## src/rtl/pb_ram_arbiter.sv

```systemverilog
// Two-requester round-robin arbiter in front of a single-port synchronous RAM.
// Each access is fully serialized: writes take IDLE+ISSUE, reads IDLE+ISSUE+WAIT+CAPTURE.
module pb_ram_arbiter #(
  parameter int ADDR_W = 8,
  parameter int DATA_W = 8
) (
  input  logic              clk,
  input  logic              reset,
  input  logic              req0,
  input  logic              req1,
  input  logic              we0,
  input  logic              we1,
  input  logic [ADDR_W-1:0] addr0,
  input  logic [ADDR_W-1:0] addr1,
  input  logic [DATA_W-1:0] wdata0,
  input  logic [DATA_W-1:0] wdata1,
  output logic              gnt0,
  output logic              gnt1,
  output logic              rvalid0,
  output logic              rvalid1,
  output logic [DATA_W-1:0] rdata0,
  output logic [DATA_W-1:0] rdata1,
  output logic              ram_en,
  output logic              ram_we,
  output logic [ADDR_W-1:0] ram_addr,
  output logic [DATA_W-1:0] ram_din,
  input  logic [DATA_W-1:0] ram_dout,
  output logic              busy,
  output logic [7:0]        gcnt0,
  output logic [7:0]        gcnt1
);

  typedef enum logic [1:0] {IDLE, ISSUE, WAIT, CAPTURE} state_t;

  state_t            state_q, state_d;
  logic              rr_q;
  logic              sel_q;
  logic              we_q;
  logic [ADDR_W-1:0] addr_q;
  logic [DATA_W-1:0] wdata_q;
  logic              win;
  logic              any_req;

  assign any_req = req0 | req1;
  // With both requesting the pointer decides; otherwise the lone requester wins.
  assign win     = (req0 && req1) ? rr_q : req1;

  // NOTE: every variable written in always_comb gets a default first so no latch is inferred.
  always_comb begin
    state_d = state_q;
    case (state_q)
      IDLE:    if (any_req) state_d = ISSUE;
      ISSUE:   state_d = we_q ? IDLE : WAIT;
      WAIT:    state_d = CAPTURE;
      CAPTURE: state_d = IDLE;
      default: state_d = IDLE;
    endcase
  end

  // NOTE: sequential state uses non-blocking assignments so all registers update together.
  always_ff @(posedge clk or posedge reset) begin
    if (reset) begin
      state_q <= IDLE;
      rr_q    <= 1'b0;
      sel_q   <= 1'b0;
      we_q    <= 1'b0;
      addr_q  <= '0;
      wdata_q <= '0;
      rdata0  <= '0;
      rdata1  <= '0;
      gcnt0   <= 8'd0;
      gcnt1   <= 8'd0;
    end else begin
      state_q <= state_d;
      if (state_q == IDLE && any_req) begin
        sel_q   <= win;
        rr_q    <= ~win;
        we_q    <= win ? we1    : we0;
        addr_q  <= win ? addr1  : addr0;
        wdata_q <= win ? wdata1 : wdata0;
      end
      if (state_q == ISSUE) begin
        if (sel_q) gcnt1 <= gcnt1 + 8'd1;
        else       gcnt0 <= gcnt0 + 8'd1;
      end
      // RAM output is valid during WAIT; capture it so rdata is ready with rvalid.
      if (state_q == WAIT) begin
        if (sel_q) rdata1 <= ram_dout;
        else       rdata0 <= ram_dout;
      end
    end
  end

  // The latched address/data only change on a new grant, so they hold outside ISSUE.
  assign ram_addr = addr_q;
  assign ram_din  = wdata_q;
  assign ram_en   = (state_q == ISSUE);
  assign ram_we   = (state_q == ISSUE) && we_q;
  assign gnt0     = (state_q == ISSUE) && !sel_q;
  assign gnt1     = (state_q == ISSUE) &&  sel_q;
  assign rvalid0  = (state_q == CAPTURE) && !sel_q;
  assign rvalid1  = (state_q == CAPTURE) &&  sel_q;
  assign busy     = (state_q != IDLE);

endmodule
```

## config.mk

```make
export PLATFORM = sky130hd
export DESIGN_NAME = pb_ram_arbiter
export DESIGN_NICKNAME = d
export VERILOG_FILES = /design/src/rtl/pb_ram_arbiter.sv
export SDC_FILE = /design/constraint.sdc
export NUM_CORES = 1
export LEC_CHECK = 0
export CORE_MARGIN = 1
export CORE_UTILIZATION = 25
export DETAILED_ROUTE_END_ITERATION = 7
export PLACE_DENSITY = 0.6
export SKIP_LAST_GASP = 1
export SYNTH_ARGS = -nofsm -noshare
export SYNTH_HDL_FRONTEND = slang
export SYNTH_SLANG_ARGS = --single-unit
```

## constraint.sdc

```tcl
create_clock -name clk -period 1.5 [get_ports clk]
set_input_delay 0.3 -clock clk [delete_from_list [all_inputs] [get_ports clk]]
set_output_delay 0.3 -clock clk [all_outputs]
set_load 0.03 [all_outputs]
```

==> metrics.log, run 1 <==
[metrics] insertion delay to the later sink of the worst-skew pair: slightly above 0.3 ns
[metrics] MaxCap Viol Count: 0
[metrics] startpoint-to-endpoint class of the critical path: flop to output pin
[metrics] average wire length per cell after detail routing: roughly 14 um
[metrics] initial antenna violation count: 0
[metrics] post-layout power: around 8.1 mW
[metrics] max-slew violation count: 0
[metrics] H-Tree Level Count: 2
[metrics] Peak supply drop: 0.837 mV
[metrics] portion of the post-synthesis area used by sequential elements: approximately 58%
[metrics] Worst Max-Slew Pin Slew: approximately 0.32 ns
[metrics] largest net degree at the start of global routing: 54
[metrics] wire length of the first global-routing pass: 9.89 mm
[metrics] starting density of the core: 26.0%
[metrics] critical path arrival: about 1.3 ns
[metrics] clk sinks: 53
[metrics] HPWL after detailed placement: approximately 4.3 mm
[metrics] Post-Syn Nets: ~230
[metrics] clock buffers created by TritonCTS: 5
[metrics] number of input and output port buffers inserted: 100
[metrics] total congestion overflow: 0
[metrics] standby leakage power: around 1.8 nW
[metrics] residual DRC count: 12
[metrics] crit start category: flop
[metrics] post-synthesis instance total: 179
[metrics] antenna-violating nets left: 0
[metrics] number of global-route vias before repair: between 2000 and 2500
[metrics] Synth async-reset ratio: 100%
[metrics] Final Setup Violations: 7
[metrics] post-synthesis cell type count: 29
[metrics] run status: finished, violations left
[metrics] share of layout cells above drive strength 1: around a quarter
[metrics] Layout Area Growth over Synthesis: 67.3%
[metrics] aggregate global-route resource usage: about an eighth
[metrics] DIE AREA: 9540 um^2
[metrics] most used flip-flop cell after synthesis: dfrtp_1
[metrics] CTS tree: done
[metrics] Initial DRC Count: between 70 and 80
[metrics] placer's final routability congestion estimate: approximately 0.74
[metrics] detailed-routing iteration count for the pre-antenna-repair pass: 6
[metrics] Final Net Count: about 360
[metrics] failing checks: design-rule violations, negative setup slack
[metrics] unrepaired setup endpoints after global routing: true
[metrics] overall routed net length: 5.99 mm
[metrics] required time of the critical path: roughly 1.2 ns
[metrics] minimum clock period after layout: 1.62 ns
[metrics] mean area per synthesized cell: ~13 um^2
[metrics] number of hold violations in the final report: 0
[metrics] headroom to the max-slew limit: between 70% and 80%
[metrics] Seq cells post-synth: 53
[metrics] worst-case setup margin in the final layout: -0.117 ns
[metrics] power density of the placed cells: roughly 2100 nW/um^2
[metrics] Final TNS setup: -0.534 ns
[metrics] cell area after synthesis: approximately 2300 um^2
[metrics] horizontal extent of the die: 97.7 um
[metrics] number of top-level design ports: 101
[metrics] total via count after detailed routing: a little under 2000
[metrics] total inserted antenna cells: 0
[metrics] clock tree buffer depth: 2
[metrics] vias per cell: approximately 4.6
[metrics] Clock Skew: between 0.01 and 0.015 ns
[metrics] placeable core region: 8810 um^2
[metrics] Post-synth EDFFs: 0
[metrics] maximum fanout along the worst path: 7
[metrics] class of the tightest hold or removal check: primary input to async pin
[metrics] FMAX: 0.618 GHz
[metrics] Cell Rows: 34
[metrics] Clock transition at path regs: between 0.1 and 0.15 ns
[metrics] final cycle utilization of the critical path: 108%
[metrics] root cell of the clock tree: clkbuf_8
[metrics] Worst Setup End Kind: output pin
[metrics] count of yosys warnings during synthesis: 0
[metrics] Die H: 97.7 um
==> per-layer routing <==
metal	GRT usage [%]	share of wire, %
met5	0	0
met4	2.80	0.63
met3	2.88	4.7
met2	22.9	51
met1	15.9	44
==> power by group <==
part | internal (mW) | switching (mW)
clock | 0.500 | 0.492
combinational | 2.09 | 2.58
sequential | 2.06 | 0.353
total | 4.65 | 3.42
==> critical path, stage by stage (launching register included) <==
cell and delay (ns):
dfrtp_1 0.41, buf_6 0.14, nand2b_4 0.17, inv_4 0.07
buf_4 0.10, buf_6 0.12
==> through the flow <==
| stage | setup WS, ns | util [%] | hold slack (ns) | instances | cell area (um^2) |
|---|---|---|---|---|---|
| after global placement | -0.172 | 41.4 | 0.453 | 404 | 3640 |
| after detailed placement | -0.189 | 41.4 | 0.460 | 404 | 3640 |
| final | -0.117 | 43.4 | 0.379 | 419 | 3830 |
| after floorplan | -0.00685 | - | 0.361 | 179 | 2300 |
| after CTS | -0.228 | 42.8 | 0.394 | 416 | 3770 |
| after global routing | -0.181 | 43.4 | 0.413 | 419 | 3830 |
==> cells in the mapped netlist (3+ instances only) <==
| cell type | n | area, um^2 |
|---|---|---|
| nor3_1 | 4 | 20.0 |
| inv_1 | 4 | 15.0 |
| nor2_1 | 6 | 22.5 |
| buf_2 | 8 | 40.0 |
| and3_1 | 5 | 31.3 |
| mux2_2 | 17 | 191 |
| xnor2_1 | 6 | 52.6 |
| xor2_1 | 8 | 70.1 |
| nand2_1 | 7 | 26.3 |
| dfrtp_1 | 53 | 1330 |
| a21boi_0 | 16 | 120 |
| nand2b_1 | 3 | 18.8 |
| a221o_1 | 17 | 170 |
| nand4_1 | 5 | 31.3 |
==> repair_timing <==
action | 4_1_cts | 5_1_grt
setup endpoints to repair | 55 | 36
cloned | 0 | 1
buffers inserted | 4 | 2
resized for setup | 61 | 13
hold buffers | 0 | 0
pin swaps | 1 | 1
hold endpoints to repair | 0 | 0
==> layout make-up <==
type / instances / area (um^2)
inverter: 5 / 25.0
timing repair buffer: 135 / 1290
fill: 853 / 4980
tap: 108 / 135
clock buffer: 5 / 68.8
clock inverter: 3 / 46.3
sequential: 53 / 1330
multi-input combinational: 110 / 930
==> worst paths after layout <==
kind	start	end	slack, ns	cells past startpoint
worst max-delay path	flop	ram_en	-0.12	5
max in group asynchronous	reset	rdata0[2]	0.85	3
worst min register to register	gcnt1[7]	gcnt1[7]	0.47	1
worst min-delay path	reset	rdata0[3]	0.38	3
worst max register to register	state_q[0]	rdata0[2]	0.02	5
min in group clk	gcnt1[7]	gcnt1[7]	0.47	1
==> cells by family (layout without fill, tap and decap cells) <==
| logic type | Yosys count | count (layout) | synth area share, % |
|---|---|---|---|
| XOR/XNOR | 14 | 14 | 5.36 |
| AND/OR/NAND/NOR | 39 | 39 | 9.52 |
| adder cells (fa/ha/maj) | 2 | 2 | 1.09 |
| flip-flops | 53 | 53 | 58.0 |
| multiplexers | 18 | 18 | 8.86 |
| buffers and inverters | 16 | 148 | 3.39 |
| AO/OA/AOI/OAI | 37 | 37 | 13.8 |
==> flip-flops by register name, summed over array words and instances, names as in the netlist, named ones only <==
| name | flops |
|---|---|
| gcnt0 | 8 |
| gcnt1 | 8 |
| ram_addr | 8 |
| ram_din | 8 |
| rdata0 | 8 |
| rdata1 | 8 |
| rr_q | 1 |
| sel_q | 1 |
| state_q | 1 |
| we_q | 1 |
==> cells in the final DEF, fill, tap and decap left out, types with 2 or more instances in the layout <==
cell type	count
nor2_1	4
clkdlybuf4s50_1	45
dlygate4sd2_1	48
ha_1	2
buf_12	6
and3_1	2
nor3_1	4
a221o_1	17
xor2_1	8
clkinvlp_4	2
nand3_1	2
mux2_2	17
and3_4	3
inv_1	2
nor2_2	3
buf_6	10
a21o_1	2
nand2b_1	2
nand2_1	6
buf_4	24
nand4_1	5
xnor2_1	6
dfrtp_1	52
clkbuf_8	5
a21boi_0	16
Note: power is estimated with default switching activity, not from simulation.
==> run 2: changes to the inputs <==
CTS_CLUSTER_SIZE = 25   (was not set)
PLACE_DENSITY = 0.58   (was 0.6)
clock period = 1.7 ns   (was 1.5 ns; I/O delays follow)
==> run 2 against run 1 <==
  * The run ends with design-rule violations left
  * Clock skew down 0.0027 ns
  * Flip-flop and latch count unchanged
  * Setup slack better by 0.17 ns
  * Register-to-register slack better by 0.11 ns
==> metrics.log, run 2 (same netlist as run 1, synthesis figures left out) <==
[metrics] final cycle utilization of the critical path: a little under 100%
[metrics] net switching power: 2.90 mW (-15%)
[metrics] crit start category: flop
[metrics] number of input and output port buffers inserted: 100 (unchanged)
[metrics] commonest cells after routing, fill and taps aside: 52 x dfrtp_1, 46 x clkdlybuf4s50_1, 30 x dlygate4sd2_1
[metrics] critical path arrival: 1.31 ns (about the same)
[metrics] Initial DRC Count: 46 (-36%)
[metrics] power density of the placed cells: 1880 nW/um^2 (-11%)
[metrics] most common cell after layout, fill and taps aside: dfrtp_1
[metrics] Net Sw Frac: 41.4% (-1.0 points)
[metrics] number of global-route vias before repair: 1893 (-7.9%)
[metrics] headroom to the max-slew limit: 77.9% (-1.1 points)
[metrics] total inserted antenna cells: 0 (unchanged)
[metrics] critical-path cell list: clkdlybuf4s50_1
[metrics] failing checks: design-rule violations
[metrics] wire length of the first global-routing pass: 9.30 mm (-6.0%)
[metrics] starting density of the core: 26.0% (unchanged)
[metrics] startpoint-to-endpoint class of the critical path: flop to output pin
[metrics] Clock Power Share: 14.3% (+2.0 points)
[metrics] buffers plus inverters on the worst setup path: 1 (-3)
[metrics] Final Net Count: 343 (-4.2%)
[metrics] Die H: 97.7 um (unchanged)
[metrics] class of the tightest hold or removal check: primary input to async pin
[metrics] required time of the critical path: 1.36 ns (+0.16 ns)
[metrics] Worst Max-Slew Pin Slew: 0.331 ns (+0.0150 ns)
[metrics] max-slew violation count: 0 (unchanged)
[metrics] Layout Area Growth over Synthesis: 63.2%
[metrics] DIE AREA: 9540 um^2 (unchanged)
[metrics] number of top-level design ports: 101 (unchanged)
[metrics] vias per cell: 4.55 (-1.4%)
[metrics] standby leakage power: 1.89 nW (+4.4%)
[metrics] FMAX: 0.606 GHz
[metrics] root cell of the clock tree: clkbuf_8
[metrics] antenna-violating nets left: 0 (unchanged)
[metrics] initial antenna violation count: 0 (unchanged)
[metrics] overall routed net length: 5.65 mm (-5.6%)
[metrics] final core occ: 42.4% (-1.1 points)
[metrics] placer's final routability congestion estimate: 0.743 (+0.41%)
[metrics] H-Tree Level Count: 2 (unchanged)
[metrics] unrepaired setup endpoints after global routing: true
[metrics] maximum fanout along the worst path: 2 (-5)
[metrics] run status: finished, violations left
[metrics] share of layout cells above drive strength 1: 20.9% (-5.1 points)
[metrics] insertion delay to the later sink of the worst-skew pair: 0.31 ns (about the same)
[metrics] Cell Rows: 34 (unchanged)
[metrics] clock tree buffer depth: 2 (unchanged)
[metrics] residual DRC count: 12 (unchanged)
[metrics] Clock transition at path regs: 0.09 ns (-0.02 ns)
[metrics] minimum clock period after layout: 1.65 ns
[metrics] number of hold violations in the final report: 0 (unchanged)
[metrics] clock buffers created by TritonCTS: 5 (unchanged)
[metrics] total via count after detailed routing: 1840 (-5.0%)
[metrics] placeable core region: 8810 um^2 (unchanged)
[metrics] post-layout power: 7.01 mW (-13%)
[metrics] Final Setup Violations: 0 (-7)
[metrics] Final TNS setup: 0 ns (+0.534 ns)
[metrics] clk sinks: 53 (unchanged)
[metrics] Peak supply drop: 0.659 mV (-21%)
[metrics] Worst Setup End Kind: output pin
[metrics] HPWL after detailed placement: 4.08 mm (-5.8%)
[metrics] Internal: 4.11 mW (-12%)
[metrics] critical path's top delay family: buffers and inverters
[metrics] Clock Skew: 0.0108 ns (-0.00268 ns)
[metrics] detailed-routing iteration count for the pre-antenna-repair pass: 6 (unchanged)
[metrics] CTS tree: done
[metrics] largest net degree at the start of global routing: 54 (unchanged)
[metrics] horizontal extent of the die: 97.7 um (unchanged)
[metrics] peak per-stage delay on the critical path: 0.66 ns (+0.25 ns)
[metrics] part of the total power dissipated in combinational logic: 54.3% (-3.5 points)
[metrics] MaxCap Viol Count: 0 (unchanged)
[metrics] average wire length per cell after detail routing: 14.0 um (-2.1%)
[metrics] aggregate global-route resource usage: 12.2% (-0.70 points)
[metrics] slowest cell on the critical path: clkdlybuf4s50_1
[metrics] total congestion overflow: 0 (unchanged)
[metrics] register share of total power: 31.4% (+1.5 points)
## run 2: path summary, 6_finish.rpt
check / start / to / slack, ns / depth (start not counted)
setup / recovery: rdata1[5] / rdata1[5] / 0.05 / 1
hold / removal: reset / ram_din[1] / 0.38 / 3
setup reg to reg: flop / ram_din[1] / 0.13 / 6
min in group clk: gcnt1[7] / gcnt1[7] / 0.47 / 1
hold reg to reg: gcnt1[7] / gcnt1[7] / 0.47 / 1
max in group asynchronous: reset / rdata0[7] / 1.06 / 3
## run 2: area by class of cell
| type | count | area [um^2] |
|---|---|---|
| Inverter | 5 | 21.3 |
| Timing Repair Buffer | 120 | 1210 |
| Sequential cell | 53 | 1330 |
| Clock buffer | 5 | 68.8 |
| Multi-Input combinational cell | 110 | 901 |
| Clock inverter | 3 | 65.1 |
| Fill cell | 859 | 5070 |
| Tap cell | 108 | 135 |
## run 2: timing repair
action / 4_1_cts / 5_1_grt
hold buffers: 0 / 0
setup buffers: 2 / 3
gates resized for setup: 38 / 23
endpoints found under the setup margin: 34 / 21
## run 2: through the flow
stage,cells,cell area [um^2],setup WS (ns),hold WS (ns)
detailed placement,391,3520,-0.0266,0.461
CTS,401,3660,-0.0782,0.387
floorplan,179,2290,0.0551,0.438
global placement,391,3520,-0.0131,0.447
global route,404,3730,-0.0154,0.435
finish,404,3730,0.0498,0.379
## run 2: metal layers
layer / track usage, % / share of wire, % / up-vias
met4: 3.15 / 0.97 / 0
met2: 19.8 / 45 / 76
li1: - / - / 879
met1: 15.7 / 46 / 878
met5: 0 / 0 / -
met3: 3.74 / 8.2 / 7
## run 2: power groups by stage
stage	Sequential (mW)	Combinational, mW	Clock [mW]
2_1_floorplan	3.14	1.32	0
3_5_place_dp	2.23	3.94	0
6_report	2.20	3.80	1.00
4_1_cts	2.22	3.81	1.05
5_1_grt	2.30	4.03	1.08
3_3_place_gp	2.24	3.88	0
==> run 3: changes to the inputs <==
CORE_UTILIZATION = 45   (was 25)
PLACE_DENSITY = 0.91   (was 0.58)
clock period = 2 ns   (was 1.7 ns; I/O delays follow)
==> run 3 against run 2 <==
  * The flow now finishes without violations
  * Die area shrank 44%
  * First-iteration DRC count grew to 2.5 times the previous value
  * Flip-flop and latch count unchanged
  * Critical path depth unchanged
  * Cell count fell by 14%
  * Combinational power down 18%
  * Utilization grew 30 points
  * Worst hold slack better by 0.038 ns
==> metrics.log, run 3 (same netlist as run 1, synthesis figures left out) <==
[metrics] vias per cell: 5.30 (+16%)
[metrics] Initial DRC Count: 116 (+150%)
[metrics] Die H: 73.3 um (-25%)
[metrics] clock tree buffer depth: 2 (unchanged)
[metrics] root cell of the clock tree: clkbuf_8
[metrics] required time of the critical path: 1.60 ns (+0.24 ns)
[metrics] run status: finished, final reports clean
[metrics] detailed-routing iteration count for the pre-antenna-repair pass: 4 (-2)
[metrics] total congestion overflow: 0 (unchanged)
[metrics] area of the multi-input gates: 883 um^2 (-1.9%)
[metrics] H-Tree Level Count: 2 (unchanged)
[metrics] number of top-level design ports: 101 (unchanged)
[metrics] register share of total power: 33.1% (+1.7 points)
[metrics] placeable core region: 4820 um^2 (-45%)
[metrics] Layout Area Growth over Synthesis: 51.8%
[metrics] critical path arrival: 1.46 ns (+0.15 ns)
[metrics] total via count after detailed routing: 1844 (+0.22%)
[metrics] aggregate global-route resource usage: 20.8% (+8.6 points)
[metrics] startpoint-to-endpoint class of the critical path: flop to output pin
[metrics] Worst Setup End Kind: output pin
[metrics] average wire length per cell after detail routing: 15.2 um (+8.4%)
[metrics] minimum clock period after layout: 1.86 ns
[metrics] DIE AREA: 5370 um^2 (-44%)
[metrics] horizontal extent of the die: 73.3 um (-25%)
[metrics] Internal: 3.39 mW (-17%)
[metrics] worst-case setup margin in the final layout: 0.138 ns (+0.0878 ns)
[metrics] Cell Rows: 25 (-26%)
[metrics] Final Setup Violations: 0 (unchanged)
[metrics] number of input and output port buffers inserted: 100 (unchanged)
[metrics] number of buffers inserted by post-CTS setup repair: 0 (-2)
[metrics] buffers plus inverters on the worst setup path: 1 (unchanged)
[metrics] residual DRC count: 0 (-12)
[metrics] non-filler cells, final: 348 (-14%)
[metrics] part of the total power dissipated in combinational logic: 53.9% (-0.4 points)
[metrics] placer's final routability congestion estimate: 0.804 (+8.2%)
[metrics] CTS tree: done
[metrics] Final Net Count: 328 (-4.4%)
[metrics] initial antenna violation count: 0 (unchanged)
[metrics] clock buffers created by TritonCTS: 5 (unchanged)
[metrics] clk sinks: 53 (unchanged)
[metrics] Clock Skew: 0.00642 ns (-0.00434 ns)
[metrics] max-slew violation count: 0 (unchanged)
[metrics] fill cell total of the finished layout: 380 (-56%)
[metrics] total inserted antenna cells: 0 (unchanged)
[metrics] insertion delay to the later sink of the worst-skew pair: 0.29 ns (-0.02 ns)
[metrics] Clock Power Share: 12.9% (-1.4 points)
[metrics] unrepaired setup endpoints after global routing: false
[metrics] largest net degree at the start of global routing: 34 (-37%)
[metrics] final core occ: 72.1% (+30 points)
[metrics] peak per-stage delay on the critical path: 0.71 ns (+0.05 ns)
[metrics] most common cell after layout, fill and taps aside: clkdlybuf4s50_1
[metrics] net switching power: 2.41 mW (-17%)
[metrics] number of hold violations in the final report: 0 (unchanged)
[metrics] headroom to the max-slew limit: 54.4% (-24 points)
[metrics] Net Sw Frac: 41.5% (+0.14 points)
[metrics] crit start category: flop
[metrics] Worst Max-Slew Pin Slew: 0.684 ns (+0.353 ns)
[metrics] FMAX: between 0.5 and 0.6 GHz
[metrics] Peak supply drop: 0.771 mV (+17%)
[metrics] slowest cell on the critical path: clkdlybuf4s50_1
[metrics] antenna-violating nets left: 0 (unchanged)
[metrics] commonest cells after routing, fill and taps aside: 93 x clkdlybuf4s50_1, 52 x dfrtp_1, 17 x mux2_2, 17 x a221o_1, 16 x a21boi_0
[metrics] HPWL after detailed placement: 3.94 mm (-3.6%)
[metrics] final cycle utilization of the critical path: 93.1%
[metrics] critical path's top delay family: buffers and inverters
[metrics] share of layout cells above drive strength 1: 14.2% (-6.7 points)
[metrics] wire length of the first global-routing pass: 8.51 mm (-8.5%)
[metrics] pre-CTS setup slack: 0.0626 ns (+0.0892 ns)
[metrics] number of global-route vias before repair: 1874 (-1.0%)
[metrics] class of the tightest hold or removal check: primary input to async pin
[metrics] MaxCap Viol Count: 0 (unchanged)
[metrics] maximum fanout along the worst path: 5 (+3)
[metrics] Final TNS setup: 0 ns (unchanged)
[metrics] overall routed net length: 5.28 mm (-6.7%)
[metrics] number of cells after detailed placement: 340 (-13%)
[metrics] power density of the placed cells: 1670 nW/um^2 (-11%)
[metrics] standby leakage power: 1.52 nW (-19%)
[metrics] Clock transition at path regs: 0.10 ns (about the same)
[metrics] starting density of the core: 47.5% (+22 points)
[metrics] total area of sequential cells: 1330 um^2 (unchanged)
[metrics] critical-path cell list: clkdlybuf4s50_1
## run 3: cell types whose count changed in the layout (fill, tap and decap cells not counted), sizes merged
cell | previous run | this run
dlymetal6s2s | 17 | 0
buf | 26 | 9
clkinvlp | 0 | 1
clkdlybuf4s50 | 46 | 93
dlygate4sd2 | 30 | 3
bufinv | 2 | 1
clkinv | 1 | 0
## run 3: layout make-up
type | instances | area share, %
flip-flops and latches | 53 | 38.2
repair buffers | 105 | 29.9
multi-input cells | 110 | 25.5
well taps | 67 | 2.42
clock buffers | 6 | 2.38
clock inverters | 2 | 1.08
inverters | 5 | 0.541
## run 3: metal layers
layer	part of all wire (%)	track usage [%]	wire, um	vias to the layer above
met4	0.44	4.49	23	0
met2	52	37.7	2750	80
met3	5.2	4.80	274	2
li1	-	-	-	847
met1	42	25.4	2230	915
met5	0	0	0	-
## run 3: repair_timing
action | CTS | global route
endpoints found under the hold margin | 0 | 0
hold buffers | 0 | 0
endpoints found under the setup margin | 3 | 0
resized for setup | 4 | 0
## run 3: worst paths after layout
check,startpoint,endpoint,slack (ns),cells after the start
max,gcnt1[2],gcnt1[2],0.14,1
min,reset,ram_din[4],0.42,2
max reg2reg,flop,ram_addr[4],0.19,4
min reg2reg,we_q,flop,0.46,1
max in group asynchronous,reset,gcnt1[5],1.05,3
min in group clk,we_q,flop,0.46,1
## run 3: power groups by stage
stage | combinational, mW | sequential (mW) | clock (mW)
6_report | 3.13 | 1.92 | 0.750
5_1_grt | 3.32 | 1.98 | 0.808
4_1_cts | 3.17 | 1.92 | 0.762
3_5_place_dp | 3.18 | 1.93 | 0
3_3_place_gp | 3.09 | 1.91 | 0
2_1_floorplan | 1.12 | 2.67 | 0
## run 3: per-stage QoR
stage          instance area (um^2)  total power, mW  hold WS [ns]
2_1_floorplan                  2290             3.79         0.438
3_3_place_gp                   3350             5.00         0.443
3_5_place_dp                   3350             5.11         0.466
4_1_cts                        3470             5.85         0.425
5_1_grt                        3470             6.11         0.473
6_report                       3470             5.80         0.417
